--- config.mk ---
export PLATFORM = sky130hd
export DESIGN_NAME = bcd_updown_display_flat
export DESIGN_NICKNAME = d
export VERILOG_FILES = /design/src/rtl/bcd_disp_pkg.sv /design/src/rtl/bcd_updown_display_if.sv /design/src/rtl/bcd_digit.sv /design/src/rtl/bcd_updown_display.sv /design/src/flat_wrapper.sv
export SDC_FILE = /design/constraint.sdc
export NUM_CORES = 1
export LEC_CHECK = 0
export CAP_MARGIN = 20
export CORE_MARGIN = 1.5
export CORE_UTILIZATION = 48
export CTS_CLUSTER_SIZE = 24
export DETAILED_ROUTE_END_ITERATION = 10
export DONT_BUFFER_PORTS = 1
export GPL_TIMING_DRIVEN = 0
export PLACE_DENSITY = 0.76
export SETUP_SLACK_MARGIN = 0.5
export SYNTH_ARGS = -nofsm -noshare
export SYNTH_HDL_FRONTEND = slang
export SYNTH_SLANG_ARGS = --single-unit
--- constraint.sdc ---
create_clock -name clk -period 2.1 [get_ports clk]
set_clock_uncertainty 0.2 [all_clocks]
set_input_delay 0 -clock clk [delete_from_list [all_inputs] [get_ports clk]]
set_output_delay 0 -clock clk [all_outputs]
set_load 0.005 [all_outputs]
--- src/rtl/bcd_disp_pkg.sv ---
// bcd_disp_pkg: shared BCD constants, 7-segment patterns and the per-decade next-state helper.
package bcd_disp_pkg;
    localparam logic [3:0] BCD_MAX = 4'd9;
    // {g,f,e,d,c,b,a} active-high, index 15 first: F E d C b A 9..0
    localparam logic [15:0][6:0] SEG7 = {
        7'h71, 7'h79, 7'h5E, 7'h39, 7'h7C, 7'h77,
        7'h6F, 7'h7F, 7'h07, 7'h7D, 7'h6D, 7'h66, 7'h4F, 7'h5B, 7'h06, 7'h3F
    };
    function automatic logic [4:0] bcd_next(input logic [3:0] digit, input logic up, input logic down);
        return up   ? ((digit >= BCD_MAX) ? {4'd0, 1'b1} : {digit + 4'd1, 1'b0}) :
               down ? ((digit == 4'd0) ? {BCD_MAX, 1'b1} : {digit - 4'd1, 1'b0}) :
                      {digit, 1'b0};
    endfunction
endpackage

--- src/rtl/bcd_updown_display_if.sv ---
// bcd_updown_display_if: control strobes in, count/status and display drive out.
interface bcd_updown_display_if #(parameter int DIGITS = 3);
    logic                  inc;
    logic                  dec;
    logic                  load;
    logic [4*DIGITS-1:0]   load_val;
    logic                  scan_tick;
    logic [4*DIGITS-1:0]   count;
    logic                  carry_out;
    logic                  borrow_out;
    logic [DIGITS-1:0]     dig_sel;
    logic [6:0]            seg;
    modport master (output inc, dec, load, load_val, scan_tick,
                    input  count, carry_out, borrow_out, dig_sel, seg);
    modport slave  (input  inc, dec, load, load_val, scan_tick,
                    output count, carry_out, borrow_out, dig_sel, seg);
endinterface

--- src/rtl/bcd_digit.sv ---
// bcd_digit: one decade register; term flags the ripple condition for the next decade.
module bcd_digit import bcd_disp_pkg::*; (
    input  logic       clk,
    input  logic       rst,
    input  logic       en,
    input  logic       up,
    input  logic       down,
    input  logic       load,
    input  logic [3:0] d,
    output logic [3:0] q,
    output logic       term
);
    logic [3:0] r_q;
    logic [4:0] w_nxt;
    assign w_nxt = bcd_next(r_q, up, down);
    assign term  = w_nxt[0];
    assign q     = r_q;
    always_ff @(posedge clk or posedge rst) begin
        if (rst)
            r_q <= '0;
        else if (load)
            r_q <= (d > BCD_MAX) ? 4'd0 : d;
        else if (en)
            r_q <= w_nxt[4:1];
    end
endmodule

--- src/rtl/bcd_updown_display.sv ---
// bcd_updown_display: N-decade up/down BCD counter with multiplexed 7-segment scanner.
module bcd_updown_display import bcd_disp_pkg::*; #(
    parameter int DIGITS         = 3,
    parameter int WRAP           = 1,
    parameter int LZ_BLANK       = 0,
    parameter int SEG_ACTIVE_LOW = 0,
    parameter int SEL_ACTIVE_LOW = 0
) (
    input logic                  clk,
    input logic                  rst,
    bcd_updown_display_if.slave  bus
);
    localparam int IW = (DIGITS > 1) ? $clog2(DIGITS) : 1;
    logic                w_up;
    logic                w_dn;
    logic                w_all;
    logic                w_act;
    logic                w_hot;
    logic                w_blank;
    logic [3:0]          w_dig;
    logic [6:0]          w_seg;
    logic [4*DIGITS-1:0] w_count;
    logic [DIGITS-1:0]   w_term;
    logic [DIGITS-1:0]   w_en;
    logic [DIGITS-1:0]   w_hz;
    logic [DIGITS-1:0]   r_sel;
    logic [IW-1:0]       r_idx;
    logic                r_carry;
    logic                r_borrow;
    assign w_up  = bus.inc & ~bus.dec & ~bus.load;
    assign w_dn  = bus.dec & ~bus.inc & ~bus.load;
    assign w_all = &w_term;
    // in saturate mode a full ripple means the counter is pinned, so nothing moves
    assign w_act = (w_up | w_dn) & ((WRAP != 0) | ~w_all);
    always_comb begin
        logic w_run;
        logic w_z;
        w_run = w_act;
        for (int k = 0; k < DIGITS; k++) begin
            w_en[k] = w_run;
            w_run   = w_run & w_term[k];
        end
        w_z = 1'b1;
        for (int k = DIGITS - 1; k >= 0; k--) begin
            w_z     = w_z & (w_count[4*k +: 4] == 4'd0);
            w_hz[k] = w_z;
        end
    end
    genvar i;
    generate
        for (i = 0; i < DIGITS; i++) begin : g_dig
            bcd_digit u_dig (
                .clk  (clk),
                .rst  (rst),
                .en   (w_en[i]),
                .up   (w_up),
                .down (w_dn),
                .load (bus.load),
                .d    (bus.load_val[4*i +: 4]),
                .q    (w_count[4*i +: 4]),
                .term (w_term[i])
            );
        end
    endgenerate
    assign w_hot = (r_sel != '0) && ((r_sel & (r_sel - 1'b1)) == '0);
    always_ff @(posedge clk or posedge rst) begin
        if (rst) begin
            r_carry  <= 1'b0;
            r_borrow <= 1'b0;
            r_sel    <= DIGITS'(1);
            r_idx    <= '0;
        end else begin
            r_carry  <= (WRAP != 0) && w_up && w_all;
            r_borrow <= (WRAP != 0) && w_dn && w_all;
            if (bus.scan_tick) begin
                r_sel <= w_hot ? ((r_sel << 1) | (r_sel >> (DIGITS - 1))) : DIGITS'(1);
                r_idx <= (!w_hot || r_idx == IW'(DIGITS - 1)) ? '0 : r_idx + 1'b1;
            end
        end
    end
    always_comb begin
        w_dig   = w_count[4*r_idx +: 4];
        w_blank = (LZ_BLANK != 0) && (r_idx != '0) && w_hz[r_idx];
        w_seg   = w_blank ? 7'd0 : SEG7[w_dig];
    end
    assign bus.count      = w_count;
    assign bus.carry_out  = r_carry;
    assign bus.borrow_out = r_borrow;
    assign bus.dig_sel    = (SEL_ACTIVE_LOW != 0) ? ~r_sel : r_sel;
    assign bus.seg        = (SEG_ACTIVE_LOW != 0) ? ~w_seg : w_seg;
endmodule

--- src/flat_wrapper.sv ---
// flat-port wrapper written by rule: the top's interface ports become plain ports
module bcd_updown_display_flat import bcd_disp_pkg::*;
#(
    parameter int DIGITS         = 3,
    parameter int WRAP           = 1,
    parameter int LZ_BLANK       = 0,
    parameter int SEG_ACTIVE_LOW = 0,
    parameter int SEL_ACTIVE_LOW = 0
)
  (clk, rst, bus_inc, bus_dec, bus_load, bus_load_val, bus_scan_tick, bus_count, bus_carry_out, bus_borrow_out, bus_dig_sel, bus_seg);
  bcd_updown_display_if #(.DIGITS(DIGITS)) bus_i ();
  input logic clk;
  input logic rst;
  input wire logic [$bits(bus_i.inc)-1:0] bus_inc;
  input wire logic [$bits(bus_i.dec)-1:0] bus_dec;
  input wire logic [$bits(bus_i.load)-1:0] bus_load;
  input wire logic [$bits(bus_i.load_val)-1:0] bus_load_val;
  input wire logic [$bits(bus_i.scan_tick)-1:0] bus_scan_tick;
  output wire logic [$bits(bus_i.count)-1:0] bus_count;
  output wire logic [$bits(bus_i.carry_out)-1:0] bus_carry_out;
  output wire logic [$bits(bus_i.borrow_out)-1:0] bus_borrow_out;
  output wire logic [$bits(bus_i.dig_sel)-1:0] bus_dig_sel;
  output wire logic [$bits(bus_i.seg)-1:0] bus_seg;
  assign bus_i.inc = bus_inc;
  assign bus_i.dec = bus_dec;
  assign bus_i.load = bus_load;
  assign bus_i.load_val = bus_load_val;
  assign bus_i.scan_tick = bus_scan_tick;
  assign bus_count = bus_i.count;
  assign bus_carry_out = bus_i.carry_out;
  assign bus_borrow_out = bus_i.borrow_out;
  assign bus_dig_sel = bus_i.dig_sel;
  assign bus_seg = bus_i.seg;
  bcd_updown_display #(.DIGITS(DIGITS), .WRAP(WRAP), .LZ_BLANK(LZ_BLANK), .SEG_ACTIVE_LOW(SEG_ACTIVE_LOW), .SEL_ACTIVE_LOW(SEL_ACTIVE_LOW)) u_core (.clk(clk), .rst(rst), .bus(bus_i));
endmodule
==> run metrics <==
run status=finished with violations; failing checks=hold timing, setup timing; crit path DAT=2.03 ns; Pre-antenna DRT Iters=4; Rows=23; area grow syn2layout=41.8%; Post-synth EDFFs=0; mux share of post-synthesis cell area=0.0778; top-area cell type share of the netlist area=0.229; cell taking the most area after synthesis=dfrtp_1; die span in x=67.0 µm; Warnings, synthesis=0; total track usage=0.247; commonest cells in the netlist=ha_1 (20), inv_1 (20), a21oi_1 (18), dfrtp_1 (18), nand2_1 (14); Via density=5.95; DR iter-0 viols=69; fillers=305; syn avg cell area=8.57 µm²; hpwl dp=3510 µm; CTS H-tree lvls=1; Syn Std Cell Area=0.00196 mm²; vias=1,953; Post-Syn Instances=229; NetSw=940 µW; Power Dens Cells=791 mW/mm²; Starting Density=0.494; top cells by area, synth=dfrtp_1 (23%), ha_1 (13%), a21oi_1 (4.6%), inv_1 (3.8%), mux2i_1 (3.6%); Final min period=2.23 ns; WL/cell=16.7 µm; crit end category=output pin; Async SR Flop Fraction=1.00; CTS Buf Count=3; Least-Margin Pin Slew=0.729 ns; Setup WS post-layout=-0.132 ns; syn_nets=267; ant diodes=0; main combinational cell family by area after synthesis=compound AO/OA/AOI/OAI gates; Sequential Area=485 µm²; simple-gate share of the synthesized area=0.206; sum of negative setup slack=-0.368 ns; maximum vdd drop=0.391 mV; Seq/Total Area, Yosys=0.243; Post-Synth Adder-Cell Area=0.127; DRC=0; Max Slew Vio Count=0; unrepaired setup endpoints after global routing=true; worst min path class=in -> reg; vias in the first global route=1,804; area share of xor/xnor cells in the synthesized design=0.0178; worst-path fanout max=6; Post-CTS Hold Fix Bufs=21; Distinct cells, synth=59; clock power share=0.119; Die Y=67.0 µm; final wirelength=5460 µm; Sw Share=0.427; Power Internal=1260 µW; Setup CP Type=reg -> out; Overflow after GRT=0; Clk Latency, worst-skew pair=0.26 ns; final core occ=0.701; IO Port Bufs=0; total power=2200 µW; CP Launch Type=flip-flop; final net count=317; P_leak=0.00112 µW; post-synthesis compound-gate area fraction=0.259; Multi-input gate area=0.00162 mm²; Die Area=0.00448 mm²; core area=0.00397 mm²; final hold vios=4; clk slew on worst S/H paths=0.07 ns; Max Freq=448 MHz; sequential fraction of design power=0.264; Hold Worst Slack=-0.0577 ns; largest net degree at the start of global routing=20; post-route ant nets=0; CTS tree=built; I/O pins=42; final setup fails=9; first-pass GRT wire length=8450 µm; Gate power share=0.616; ys flop type=dfrtp_1; root buf cell=clkbuf_8; slew margin rel.=0.513; gpl congestion=0.806; CTS sink count=19; max-cap violation count=0; share of cells above drive strength 1=0.331; antenna violations before repair=0; period utilization=1.06; CTS max path bufs=2; register bit count reported by yosys=19; worst path required time=1.90 ns
-- power by group through the flow --
stage,combinational [µW],sequential [µW],clock [µW]
6_report,1360,582,263
5_1_grt,1500,601,289
3_5_place_dp,1000,584,0
4_1_cts,1240,578,260
2_1_floorplan,844,549,0
3_3_place_gp,977,580,0
-- sequential cells by signal (all words and copies together) (netlist names) --
signal and count:
u_core.bus.borrow_out 1, u_core.bus.carry_out 1, u_core.bus.dig_sel 3, u_core.g_dig.u_dig.q 12
u_core.r_idx 2
-- layout make-up --
cell class              count  area share
plain buffers              12      0.0247
clock buffers               4      0.0162
inverters                  21      0.0319
multi-input cells         177       0.583
flip-flops and latches     19       0.174
well taps                  50      0.0225
repair buffers             45       0.147
-- repair_timing --
item	in CTS	in global routing
endpoints found under the hold margin	38	2
cloned	0	0
gates resized for setup	28	27
endpoints found under the setup margin	21	21
pin swaps	7	13
setup buffers	15	9
-- worst max-delay path, cell delays in order, from the launching register on --
cell     delay (ns)
dfrtp_1        0.37
buf_6          0.14
mux2i_1        0.24
o21a_2         0.22
inv_2          0.09
ha_4           0.18
mux4_2         0.46
inv_2          0.07
-- per-stage QoR --
step,instances,area (µm²),setup slack [ns]
after floorplan,229,2060,0.144
after global placement,279,2120,-0.0177
after detailed placement,279,2120,-0.0476
after CTS,319,2580,-0.131
after global routing,328,2780,-0.223
final,328,2780,-0.132
-- final timing paths --
check	slack, ns	endpoint	startpoint	depth (start not counted)
min	-0.06	u_core.bus.carry_out$_DFF_PP0_	bus_dec	3
min reg2reg	0.37	u_core.bus.dig_sel[0]$_DFFE_PP1P_	u_core.bus.dig_sel[0]$_DFFE_PP1P_	2
max in group asynchronous	1.10	u_core.g_dig[2].u_dig.q[0]$_DFFE_PP0P_	rst	2
max reg2reg	-0.03	u_core.g_dig[1].u_dig.q[2]$_DFFE_PP0P_	u_core.g_dig[0].u_dig.q[1]$_DFFE_PP0P_	8
min in group asynchronous	0.10	u_core.g_dig[0].u_dig.q[2]$_DFFE_PP0P_	rst	2
max	-0.13	bus_seg[3]	u_core.r_idx[1]$_DFFE_PP0P_	7
-- per-layer routing --
metal,GRT usage,wire length [µm]
met1,0.313,2300
met2,0.418,2790
met3,0.0389,301
met4,0.0944,70
met5,0,0
-- cell usage in the layout, fill, tap and decap left out, types with 4 or more instances in the layout --
cell type / instances
o21ai_1: 4
inv_2: 6
dlygate4sd3_1: 21
nor3_1: 4
clkbuf_1: 5
ha_1: 11
a21oi_1: 15
inv_1: 11
nand2b_1: 4
dfrtp_1: 11
nor2b_1: 6
buf_6: 8
nand3_1: 4
nor3b_1: 4
buf_4: 16
nor3b_4: 4
inv_4: 4
ha_4: 8
o21ai_0: 7
nand2_1: 13
mux2i_1: 7
dfrtp_2: 7
a211o_1: 4
nor2_1: 11
-- cells by family (layout without fill, tap and decap cells) --
logic type,count (synthesis),after routing
compound gates,72,72
xor+xnor,4,4
fa+ha+maj,20,20
buf+inv,33,82
flops,19,19
mux,13,13
simple gates,68,68
Power figures use the tool's default switching activity.
